### src/rtl/uart_pkg.sv
`default_nettype none
// ============================================================================
// Module      : uart_pkg
// Description : Shared constants, state types and parity helper for the UART.
// Revision    : 1.0 - initial release
// ============================================================================
package uart_pkg;

   localparam int PARITY_NONE   = 0;
   localparam int PARITY_ODD    = 1;
   localparam int PARITY_EVEN   = 2;
   localparam int MAX_DATA_BITS = 16;

   typedef enum logic [2:0] {
      TX_IDLE, TX_START, TX_DATA, TX_PARITY, TX_STOP
   } tx_state_e;

   typedef enum logic [2:0] {
      RX_IDLE, RX_START, RX_DATA, RX_PARITY, RX_STOP
   } rx_state_e;

   // Only the low 'width' bits take part; the caller zero-extends its word.
   function automatic logic calc_parity(input logic [MAX_DATA_BITS-1:0] data,
                                        input int width, input int mode);
      logic x;
      x = 1'b0;
      for (int i = 0; i < MAX_DATA_BITS; i++) begin
         if (i < width) x = x ^ data[i];
      end
      if (mode == PARITY_EVEN) return x;
      if (mode == PARITY_ODD)  return ~x;
      return 1'b0;
   endfunction

endpackage
`default_nettype wire

### src/rtl/uart_bit_timer.sv
`default_nettype none
// ============================================================================
// Module      : uart_bit_timer
// Description : Loadable down-counter; tick_o is high while the count is zero.
// Revision    : 1.0 - initial release
// ============================================================================
module uart_bit_timer #(
   parameter int WIDTH = 8
) (
   input  logic             clk_i,
   input  logic             rst_i,
   input  logic             load_i,
   input  logic [WIDTH-1:0] load_val_i,
   output logic             tick_o
);

   logic [WIDTH-1:0] count_q, count_d;

   always_comb begin
      count_d = count_q;
      if (load_i)
         count_d = load_val_i;
      else if (count_q != '0)
         count_d = count_q - WIDTH'(1);
   end

   always_ff @(posedge clk_i or posedge rst_i) begin
      if (rst_i) count_q <= '0;
      else       count_q <= count_d;
   end

   assign tick_o = (count_q == '0);

endmodule
`default_nettype wire

### src/rtl/uart_driver_cfg.sv
`default_nettype none
// ============================================================================
// Module      : uart_driver_cfg
// Description : Full-duplex UART with configurable parity, stop bits and RX sync.
// Revision    : 1.0 - initial release
// ============================================================================
module uart_driver_cfg
   import uart_pkg::*;
#(
   parameter int BIT_DURATION  = 104,
   parameter int NUM_DATA_BITS = 8,
   parameter int PARITY_MODE   = 0,
   parameter int NUM_STOP_BITS = 1,
   parameter int SYNC_STAGES   = 2
) (
   input  logic                     sys_clk,
   input  logic                     rst,
   input  logic                     tx_start,
   input  logic [NUM_DATA_BITS-1:0] tx_data,
   output logic                     tx_ready,
   output logic                     tx_out,
   input  logic                     rx_in,
   output logic [NUM_DATA_BITS-1:0] rx_data,
   output logic                     rx_new_data,
   output logic                     rx_parity_err,
   output logic                     rx_frame_err
);

   if (BIT_DURATION < 8 || NUM_DATA_BITS < 5 || NUM_DATA_BITS > MAX_DATA_BITS ||
       PARITY_MODE < 0 || PARITY_MODE > 2 ||
       (NUM_STOP_BITS != 1 && NUM_STOP_BITS != 2) || SYNC_STAGES < 2) begin : g_param_check
      $error("uart_driver_cfg: illegal parameter combination");
   end

   localparam int TW = $clog2(BIT_DURATION + 1);
   localparam int IW = $clog2(NUM_DATA_BITS + 1);
   localparam logic [TW-1:0] BIT_LOAD   = TW'(BIT_DURATION - 1);
   localparam logic [TW-1:0] HALF_LOAD  = TW'(BIT_DURATION / 2 - 1);
   localparam logic [IW-1:0] LAST_IDX   = IW'(NUM_DATA_BITS - 1);
   localparam logic          STOP_LAST  = (NUM_STOP_BITS == 2);
   localparam bit            HAS_PARITY = (PARITY_MODE != PARITY_NONE);

   // ---------------- TX ----------------
   tx_state_e               tx_state_q, tx_state_d;
   logic [NUM_DATA_BITS-1:0] tx_shift_q, tx_shift_d;
   logic [IW-1:0]           tx_idx_q, tx_idx_d;
   logic                    tx_par_q, tx_par_d;
   logic                    tx_stop_q, tx_stop_d;
   logic                    tx_load, tx_tick;

   uart_bit_timer #(.WIDTH(TW)) u_tx_timer (
      .clk_i(sys_clk), .rst_i(rst), .load_i(tx_load), .load_val_i(BIT_LOAD), .tick_o(tx_tick)
   );

   always_comb begin
      tx_state_d = tx_state_q;
      tx_shift_d = tx_shift_q;
      tx_idx_d   = tx_idx_q;
      tx_par_d   = tx_par_q;
      tx_stop_d  = tx_stop_q;
      tx_load    = 1'b0;
      tx_out     = 1'b1;
      case (tx_state_q)
         TX_IDLE: begin
            if (tx_start) begin
               tx_state_d = TX_START;
               tx_shift_d = tx_data;
               tx_par_d   = calc_parity(MAX_DATA_BITS'(tx_data), NUM_DATA_BITS, PARITY_MODE);
               tx_idx_d   = '0;
               tx_stop_d  = 1'b0;
               tx_load    = 1'b1;
            end
         end
         TX_START: begin
            tx_out = 1'b0;
            if (tx_tick) begin
               tx_state_d = TX_DATA;
               tx_load    = 1'b1;
            end
         end
         TX_DATA: begin
            tx_out = tx_shift_q[0];
            if (tx_tick) begin
               tx_load    = 1'b1;
               tx_shift_d = tx_shift_q >> 1;
               tx_idx_d   = tx_idx_q + IW'(1);
               if (tx_idx_q == LAST_IDX) tx_state_d = HAS_PARITY ? TX_PARITY : TX_STOP;
            end
         end
         TX_PARITY: begin
            tx_out = tx_par_q;
            if (tx_tick) begin
               tx_state_d = TX_STOP;
               tx_load    = 1'b1;
            end
         end
         TX_STOP: begin
            if (tx_tick) begin
               if (tx_stop_q == STOP_LAST) begin
                  tx_state_d = TX_IDLE;
               end else begin
                  tx_stop_d = 1'b1;
                  tx_load   = 1'b1;
               end
            end
         end
         default: tx_state_d = TX_IDLE;
      endcase
   end

   assign tx_ready = (tx_state_q == TX_IDLE);

   always_ff @(posedge sys_clk or posedge rst) begin
      if (rst) begin
         tx_state_q <= TX_IDLE;
         tx_shift_q <= '0;
         tx_idx_q   <= '0;
         tx_par_q   <= 1'b0;
         tx_stop_q  <= 1'b0;
      end else begin
         tx_state_q <= tx_state_d;
         tx_shift_q <= tx_shift_d;
         tx_idx_q   <= tx_idx_d;
         tx_par_q   <= tx_par_d;
         tx_stop_q  <= tx_stop_d;
      end
   end

   // ---------------- RX ----------------
   logic [SYNC_STAGES-1:0]   sync_q;
   logic                     rx_s;
   rx_state_e                rx_state_q, rx_state_d;
   logic [NUM_DATA_BITS-1:0] rx_shift_q, rx_shift_d;
   logic [NUM_DATA_BITS-1:0] rx_data_q, rx_data_d;
   logic [IW-1:0]            rx_idx_q, rx_idx_d;
   logic                     rx_par_q, rx_par_d;
   logic                     rx_stop_q, rx_stop_d;
   logic                     rx_armed_q, rx_armed_d;
   logic                     rx_facc_q, rx_facc_d;
   logic                     rx_new_q, rx_new_d;
   logic                     rx_perr_q, rx_perr_d;
   logic                     rx_ferr_q, rx_ferr_d;
   logic                     rx_load, rx_tick;
   logic [TW-1:0]            rx_load_val;

   assign rx_s = sync_q[SYNC_STAGES-1];

   uart_bit_timer #(.WIDTH(TW)) u_rx_timer (
      .clk_i(sys_clk), .rst_i(rst), .load_i(rx_load), .load_val_i(rx_load_val), .tick_o(rx_tick)
   );

   always_comb begin
      rx_state_d  = rx_state_q;
      rx_shift_d  = rx_shift_q;
      rx_data_d   = rx_data_q;
      rx_idx_d    = rx_idx_q;
      rx_par_d    = rx_par_q;
      rx_stop_d   = rx_stop_q;
      rx_armed_d  = rx_armed_q;
      rx_facc_d   = rx_facc_q;
      rx_new_d    = 1'b0;
      rx_perr_d   = rx_perr_q;
      rx_ferr_d   = rx_ferr_q;
      rx_load     = 1'b0;
      rx_load_val = BIT_LOAD;
      case (rx_state_q)
         RX_IDLE: begin
            // A falling edge only counts once the line has been seen idle-high.
            rx_armed_d = rx_armed_q | rx_s;
            if (rx_armed_q && !rx_s) begin
               rx_state_d  = RX_START;
               rx_load     = 1'b1;
               rx_load_val = HALF_LOAD;
               rx_idx_d    = '0;
               rx_stop_d   = 1'b0;
               rx_facc_d   = 1'b0;
            end
         end
         RX_START: begin
            if (rx_tick) begin
               if (rx_s) begin
                  rx_state_d = RX_IDLE;
               end else begin
                  rx_state_d = RX_DATA;
                  rx_load    = 1'b1;
               end
            end
         end
         RX_DATA: begin
            if (rx_tick) begin
               rx_load    = 1'b1;
               rx_shift_d = {rx_s, rx_shift_q[NUM_DATA_BITS-1:1]};
               rx_idx_d   = rx_idx_q + IW'(1);
               if (rx_idx_q == LAST_IDX) rx_state_d = HAS_PARITY ? RX_PARITY : RX_STOP;
            end
         end
         RX_PARITY: begin
            if (rx_tick) begin
               rx_par_d   = rx_s;
               rx_state_d = RX_STOP;
               rx_load    = 1'b1;
            end
         end
         RX_STOP: begin
            if (rx_tick) begin
               if (rx_stop_q == STOP_LAST) begin
                  rx_state_d = RX_IDLE;
                  rx_armed_d = 1'b0;
                  rx_new_d   = 1'b1;
                  rx_data_d  = rx_shift_q;
                  rx_ferr_d  = rx_facc_q | ~rx_s;
                  rx_perr_d  = HAS_PARITY ?
                     (rx_par_q != calc_parity(MAX_DATA_BITS'(rx_shift_q), NUM_DATA_BITS, PARITY_MODE))
                     : 1'b0;
               end else begin
                  rx_stop_d = 1'b1;
                  rx_facc_d = rx_facc_q | ~rx_s;
                  rx_load   = 1'b1;
               end
            end
         end
         default: rx_state_d = RX_IDLE;
      endcase
   end

   always_ff @(posedge sys_clk or posedge rst) begin
      if (rst) begin
         sync_q     <= '1;
         rx_state_q <= RX_IDLE;
         rx_shift_q <= '0;
         rx_data_q  <= '0;
         rx_idx_q   <= '0;
         rx_par_q   <= 1'b0;
         rx_stop_q  <= 1'b0;
         rx_armed_q <= 1'b0;
         rx_facc_q  <= 1'b0;
         rx_new_q   <= 1'b0;
         rx_perr_q  <= 1'b0;
         rx_ferr_q  <= 1'b0;
      end else begin
         sync_q     <= {sync_q[SYNC_STAGES-2:0], rx_in};
         rx_state_q <= rx_state_d;
         rx_shift_q <= rx_shift_d;
         rx_data_q  <= rx_data_d;
         rx_idx_q   <= rx_idx_d;
         rx_par_q   <= rx_par_d;
         rx_stop_q  <= rx_stop_d;
         rx_armed_q <= rx_armed_d;
         rx_facc_q  <= rx_facc_d;
         rx_new_q   <= rx_new_d;
         rx_perr_q  <= rx_perr_d;
         rx_ferr_q  <= rx_ferr_d;
      end
   end

   assign rx_data       = rx_data_q;
   assign rx_new_data   = rx_new_q;
   assign rx_parity_err = rx_perr_q;
   assign rx_frame_err  = rx_ferr_q;

endmodule
`default_nettype wire

### config.mk
export PLATFORM = sky130hd
export DESIGN_NAME = uart_driver_cfg
export DESIGN_NICKNAME = d
export VERILOG_FILES = /design/src/rtl/uart_pkg.sv /design/src/rtl/uart_bit_timer.sv /design/src/rtl/uart_driver_cfg.sv
export SDC_FILE = /design/constraint.sdc
export NUM_CORES = 1
export LEC_CHECK = 0
export ABC_AREA = 1
export CAP_MARGIN = 15
export CELL_PAD_IN_SITES_DETAIL_PLACEMENT = 0
export CELL_PAD_IN_SITES_GLOBAL_PLACEMENT = 1
export CORE_MARGIN = 4
export CORE_UTILIZATION = 47
export DETAILED_ROUTE_END_ITERATION = 8
export GPL_ROUTABILITY_DRIVEN = 0
export GPL_TIMING_DRIVEN = 0
export PLACE_DENSITY_LB_ADDON = 0.1
export SYNTH_ARGS = -nofsm -noshare
export SYNTH_HDL_FRONTEND = slang
export SYNTH_HIERARCHICAL = 1
export SYNTH_SLANG_ARGS = --single-unit
### constraint.sdc
create_clock -name sys_clk -period 4.45 [get_ports sys_clk]
set_input_delay 1.1125 -clock sys_clk [delete_from_list [all_inputs] [get_ports sys_clk]]
set_output_delay 1.1125 -clock sys_clk [all_outputs]
set_load 0.005 [all_outputs]
**Yosys cells after proc, flatten, opt, wreduce, memory -nomap -nowiden**

Index checks and enable logic that the tools add are counted.

- $add $sub $neg: 4
- Mux-type cells: 60
- Reductions and logical operators: 27
- Equal/unequal tests: 25
- Bitwise operators: 4

Operator list:

| kind | number |
|---|---|
| $mux 3 | 14 |
| $mux 7 | 6 |
| $ne 2x2->1 const B | 15 |
| $pmux 3 s5 | 2 |
| $mux 1 | 21 |
| $reduce_and 3->1 | 6 |
| $mux 4 | 4 |
| $mux 8 | 2 |
| $pmux 4 s2 | 2 |
| $pmux 8 s2 | 1 |
| $logic_not 7->1 | 2 |
| $reduce_and 7->1 | 2 |
| $reduce_bool 7->1 | 2 |
| $sub 7x1->7 const B | 2 |
| $eq 3x2->1 const B | 4 |
| $reduce_bool 2->1 | 6 |
| $pmux 1 s2 | 5 |
| $add 4x1->4 const B | 2 |
| $eq 4x3->1 const B | 2 |
| $eq 3x1->1 const B | 2 |
| $eq 3x3->1 const B | 2 |
| $logic_not 3->1 | 2 |
| $pmux 1 s4 | 1 |
| $reduce_and 4->1 | 1 |
| other kinds (9) | 12 |

- Input port bits: 12
- Output and inout port bits: 13
- Register bits: 60

**Depth between registers and ports, before layout**

- Depth after elaboration: 5
- Depth in mapped cells: 14

**Cells and area by module**

The synthesis kept the hierarchy.

Modules (own cells, without submodules):

| module | cells an instance | times used | area an instance (um^2) |
|---|---|---|---|
| uart_driver_cfg | 252 | 1 | 2,147.1 |
| uart_bit_timer at u_rx_timer | 69 | 1 | 514.2 |
| uart_bit_timer at u_tx_timer | 61 | 1 | 491.7 |

**Worst setup path before layout**

OpenSTA, ideal clock, no wires.

- Path type: reg2out
- From: register tx_state_q[0]
- To: output tx_ready
- Setup slack: 2.567 ns
- Path buffers: 0
- Cell stages (with the launch flop): 4
- Arrival: 0.770 ns
- Data required time: 3.338 ns
- Cells stage by stage: dfrtp_1 > nor2_2 > nand2_1 > inv_1

- Word-level cells in the longest chain between the ends: 1

RTL lines:

| element | RTL line | source |
|---|---|---|
| start: declaration | uart_driver_cfg.sv:44 | `tx_state_e tx_state_q, tx_state_d;` |
| start signal: assignment | uart_driver_cfg.sv:121 | `tx_state_q <= tx_state_d;` |
| $logic_not 3->1 | uart_driver_cfg.sv:111 | `assign tx_ready = (tx_state_q == TX_IDLE);` |
| end: declaration | uart_driver_cfg.sv:20 | `output logic tx_ready,` |

No other way between the ends.

**Worst setup path after layout**

- From: register tx_state_q[2]
- To: output tx_out

- Word-level cells in the longest chain between the ends: 3

RTL lines:

| element | RTL line | source |
|---|---|---|
| $eq 3x2->1 or $eq 3x1->1 (tied branches) | uart_driver_cfg.sv:63 | `case (tx_state_q)` |
| $reduce_or 2->1 (no source line) | - |  |
| $pmux 1 s2 * | uart_driver_cfg.sv:63 |  |
| end: declaration | uart_driver_cfg.sv:21 | `output logic tx_out,` |

Mark *: on every way between the ends. The rest lies on a longest branch, timed or not.

==> results.txt <==
Worst Hold Class = reg2reg
post-synthesis cell type count = 35
vias per cell = 4.747
FP Rows = 29
vias in the first global route = 2,377
Critical Path RT = 3.34 ns
final worst-path cycle share = 0.6252
worst hold margin = 0.3511 ns
Max Freq = 359.4 MHz
worst hold start = sync_q[0]
Area growth syn-to-layout = 19.09%
pin count of the biggest net entering global routing = 32
I/O pins = 25
CP endpoint kind = primary output
Crit Path Category = reg2out
Port Buffers = 23
Core ar. = 6422 µm²
Worst R2R End = u_tx_timer/count_q[3]
Post-DRT Antenna Nets = 0
CP Launch Type = flop
Routed wire per std cell = 11.11 µm
layout cells sized above 1 = 0.1875
cells on worst reg2reg path = 12
Detailed Route Iter0 Violations = 91
Final Critical Period = 2.782 ns
run status = complete, no violations
die width = 89.91 µm
internal reg-to-reg setup slack = 2.40 ns
Hold Path Stages = 0
Tot GR Track Use = 0.1560
final wirelength = 5656 µm
Non-Filler Instances = 509
P per Cell Area = 586.0 nW/µm²
Post-route DRC = 0
DR vias = 2,416
Post-Syn Area = 3153 µm²
Hold Path Sink = sync_q[1]
setup bufs post-CTS = 0
Synthesis Warnings = 6
# clock sinks = 58
nets = 445
first-pass GRT wire length = 10,480 µm
post-synthesis sequential area ratio = 0.4611
Setup WS post-layout = 1.668 ns
Root Buffer Master = clkbuf_8
Num CTS Buffers = 9
overall power = 0.002200 W
Leak = 1.893 nW
VDD IR max = 406.5 µV
final setup fails = 0
initial antenna violation count = 0
#FFs+latches synth = 58
Post-Syn Area per Cell = 8.254 µm²
die outline height = 89.91 µm
Placed Cells = 493
total gr overflow = 0
R2R Path Start = u_tx_timer/count_q[0]
worst-skew pair later-pin latency = 0.34 ns
DP HPWL = 4281 µm
Hold Fails Final Rpt = 0
Max Cap Viol = 0
unrepaired setup endpoints after global routing = no
CTS resizes = 0
Post-Syn Instances = 382
worst-path maximum fanout = 5
Worst EP arrival = 1.67 ns
# diodes = 0
pre-CTS setup slack = 1.988 ns
CTS max path bufs = 2
final slew viol count = 0
die footprint = 8083 µm²
Sum Neg Setup Slack = 0 ns
htree depth = 3
first drt pass iteration count = 4
skew final = 0.01299 ns
# hold bufs at CTS = 0
starting density of the core = 0.4909
CTS tree = yes
CTS clock-pin slew for the worst setup and hold paths = 0.08 ns
## synth_stat cells
cell type | number | area share
nand3_4 | 1 | 0.0056
or2_2 | 3 | 0.0060
xor2_1 | 4 | 0.011
nand4_1 | 5 | 0.0099
nor2_2 | 3 | 0.0060
nand2_2 | 5 | 0.0099
nand2_4 | 3 | 0.011
o22ai_1 | 1 | 0.0020
buf_4 | 3 | 0.0071
inv_6 | 1 | 0.0028
dfrtp_1 | 56 | 0.44
clkbuf_1 | 1 | 0.0012
ha_1 | 6 | 0.024
xnor2_1 | 1 | 0.0028
nand3b_1 | 1 | 0.0024
nor2_8 | 1 | 0.0063
nand3_2 | 1 | 0.0032
nand2_1 | 118 | 0.14
nor3_4 | 1 | 0.0052
nand3_1 | 27 | 0.043
inv_4 | 1 | 0.0020
o21ai_0 | 16 | 0.025
inv_1 | 44 | 0.052
inv_2 | 5 | 0.0060
nor3_1 | 1 | 0.0016
o21a_1 | 1 | 0.0024
buf_6 | 5 | 0.018
conb_1 | 2 | 0.0024
o31ai_1 | 1 | 0.0024
dfstp_2 | 2 | 0.017
nor2_1 | 25 | 0.030
a21oi_1 | 2 | 0.0032
o21ai_2 | 21 | 0.058
o21ai_1 | 7 | 0.011
nor2_4 | 7 | 0.025
## sequential cells by signal (all words and copies together) (netlist names), 2 cells and up
register and cells:
rx_idx_q 4, u_tx_timer/count_q 7, tx_shift_q 8, rx_state_q 3, sync_q 2, tx_idx_q 4, rx_shift_q 8, u_rx_timer/count_q 7
rx_data 8, tx_state_q 3
## final cells by class
| class | instances | area [µm²] |
|---|---|---|
| timing repair buffer | 24 | 250.2 |
| inverter | 51 | 198.9 |
| multi-input combinational | 274 | 1455 |
| sequential | 58 | 1454 |
| tap | 77 | 96.34 |
| clock buffer | 9 | 123.9 |
| clock inverter | 7 | 93.84 |
| fill | 589 | 2668 |
| buffer | 9 | 82.58 |
## where the power goes
group | internal, W | switching (W)
clock | 0.000314 | 0.000216
combinational | 0.000343 | 0.000530
sequential | 0.000667 | 0.000130
## critical path: stages (launching register included)
cell and delay, ns:
dfrtp_1 0.45, inv_2 0.09, nand2_1 0.07, nor2_1 0.05
o22ai_1 0.14, clkdlybuf4s50_1 0.53
## cell usage in the layout (no fill, tap or decap), types with 2 or more instances in the layout
master             n
a21oi_1            2
buf_4              3
buf_6              5
bufinv_16          2
clkbuf_8           9
clkdlybuf4s50_1   23
clkinv_2           2
clkinvlp_4         2
conb_1            12
dfrtp_1           56
dfstp_2            2
ha_1               6
inv_1             43
inv_2              6
nand2_1          118
nand2_2            5
nand2_4            3
nand3_1           27
nand4_1            5
nor2_1            25
nor2_2             3
nor2_4             7
o21ai_0           16
o21ai_1            7
o21ai_2           21
or2_2              3
xor2_1             4
## through the flow
| step | utilization | instance area (µm²) |
|---|---|---|
| 6_report | 0.5846 | 3755 |
| 3_3_place_gp | 0.5476 | 3517 |
| 5_1_grt | 0.5846 | 3755 |
| 2_1_floorplan | - | 3191 |
| 3_5_place_dp | 0.5508 | 3537 |
| 4_1_cts | 0.5846 | 3755 |
## how the worst max path moves through the flow
stage	endpoint	start	slack, ns	cells after the start
detailed placement	u_tx_timer/count_q[3]	tx_start	1.99	7
CTS	tx_out	tx_state_q[2]	1.65	5
global placement	tx_shift_q[0]	rst	1.23	2
floorplan	rx_armed_q	rst	2.31	1
global route	tx_out	tx_state_q[2]	1.55	5
finish	tx_out	tx_state_q[2]	1.67	5
## routing by layer
metal  track usage  part of all wire  vias to the layer above
met5             0                 0                        -
li1              -                 -                     1278
met2        0.2569              0.47                       23
met3       0.03339             0.023                       10
met1        0.2029              0.49                     1105
met4       0.05740             0.018                        0
## cells by family after synthesis
kind of cell / after synthesis / share of synthesized area
other: 2 / 0.002382
adders and majority gates: 6 / 0.02381
buffers and inverters: 60 / 0.08929
xor gates and xnor gates: 5 / 0.01389
AOI/OAI and AO/OA: 49 / 0.1048
and+or+nand+nor: 202 / 0.3048
DFF: 58 / 0.4611
Note: power is estimated with default switching activity, not from simulation.
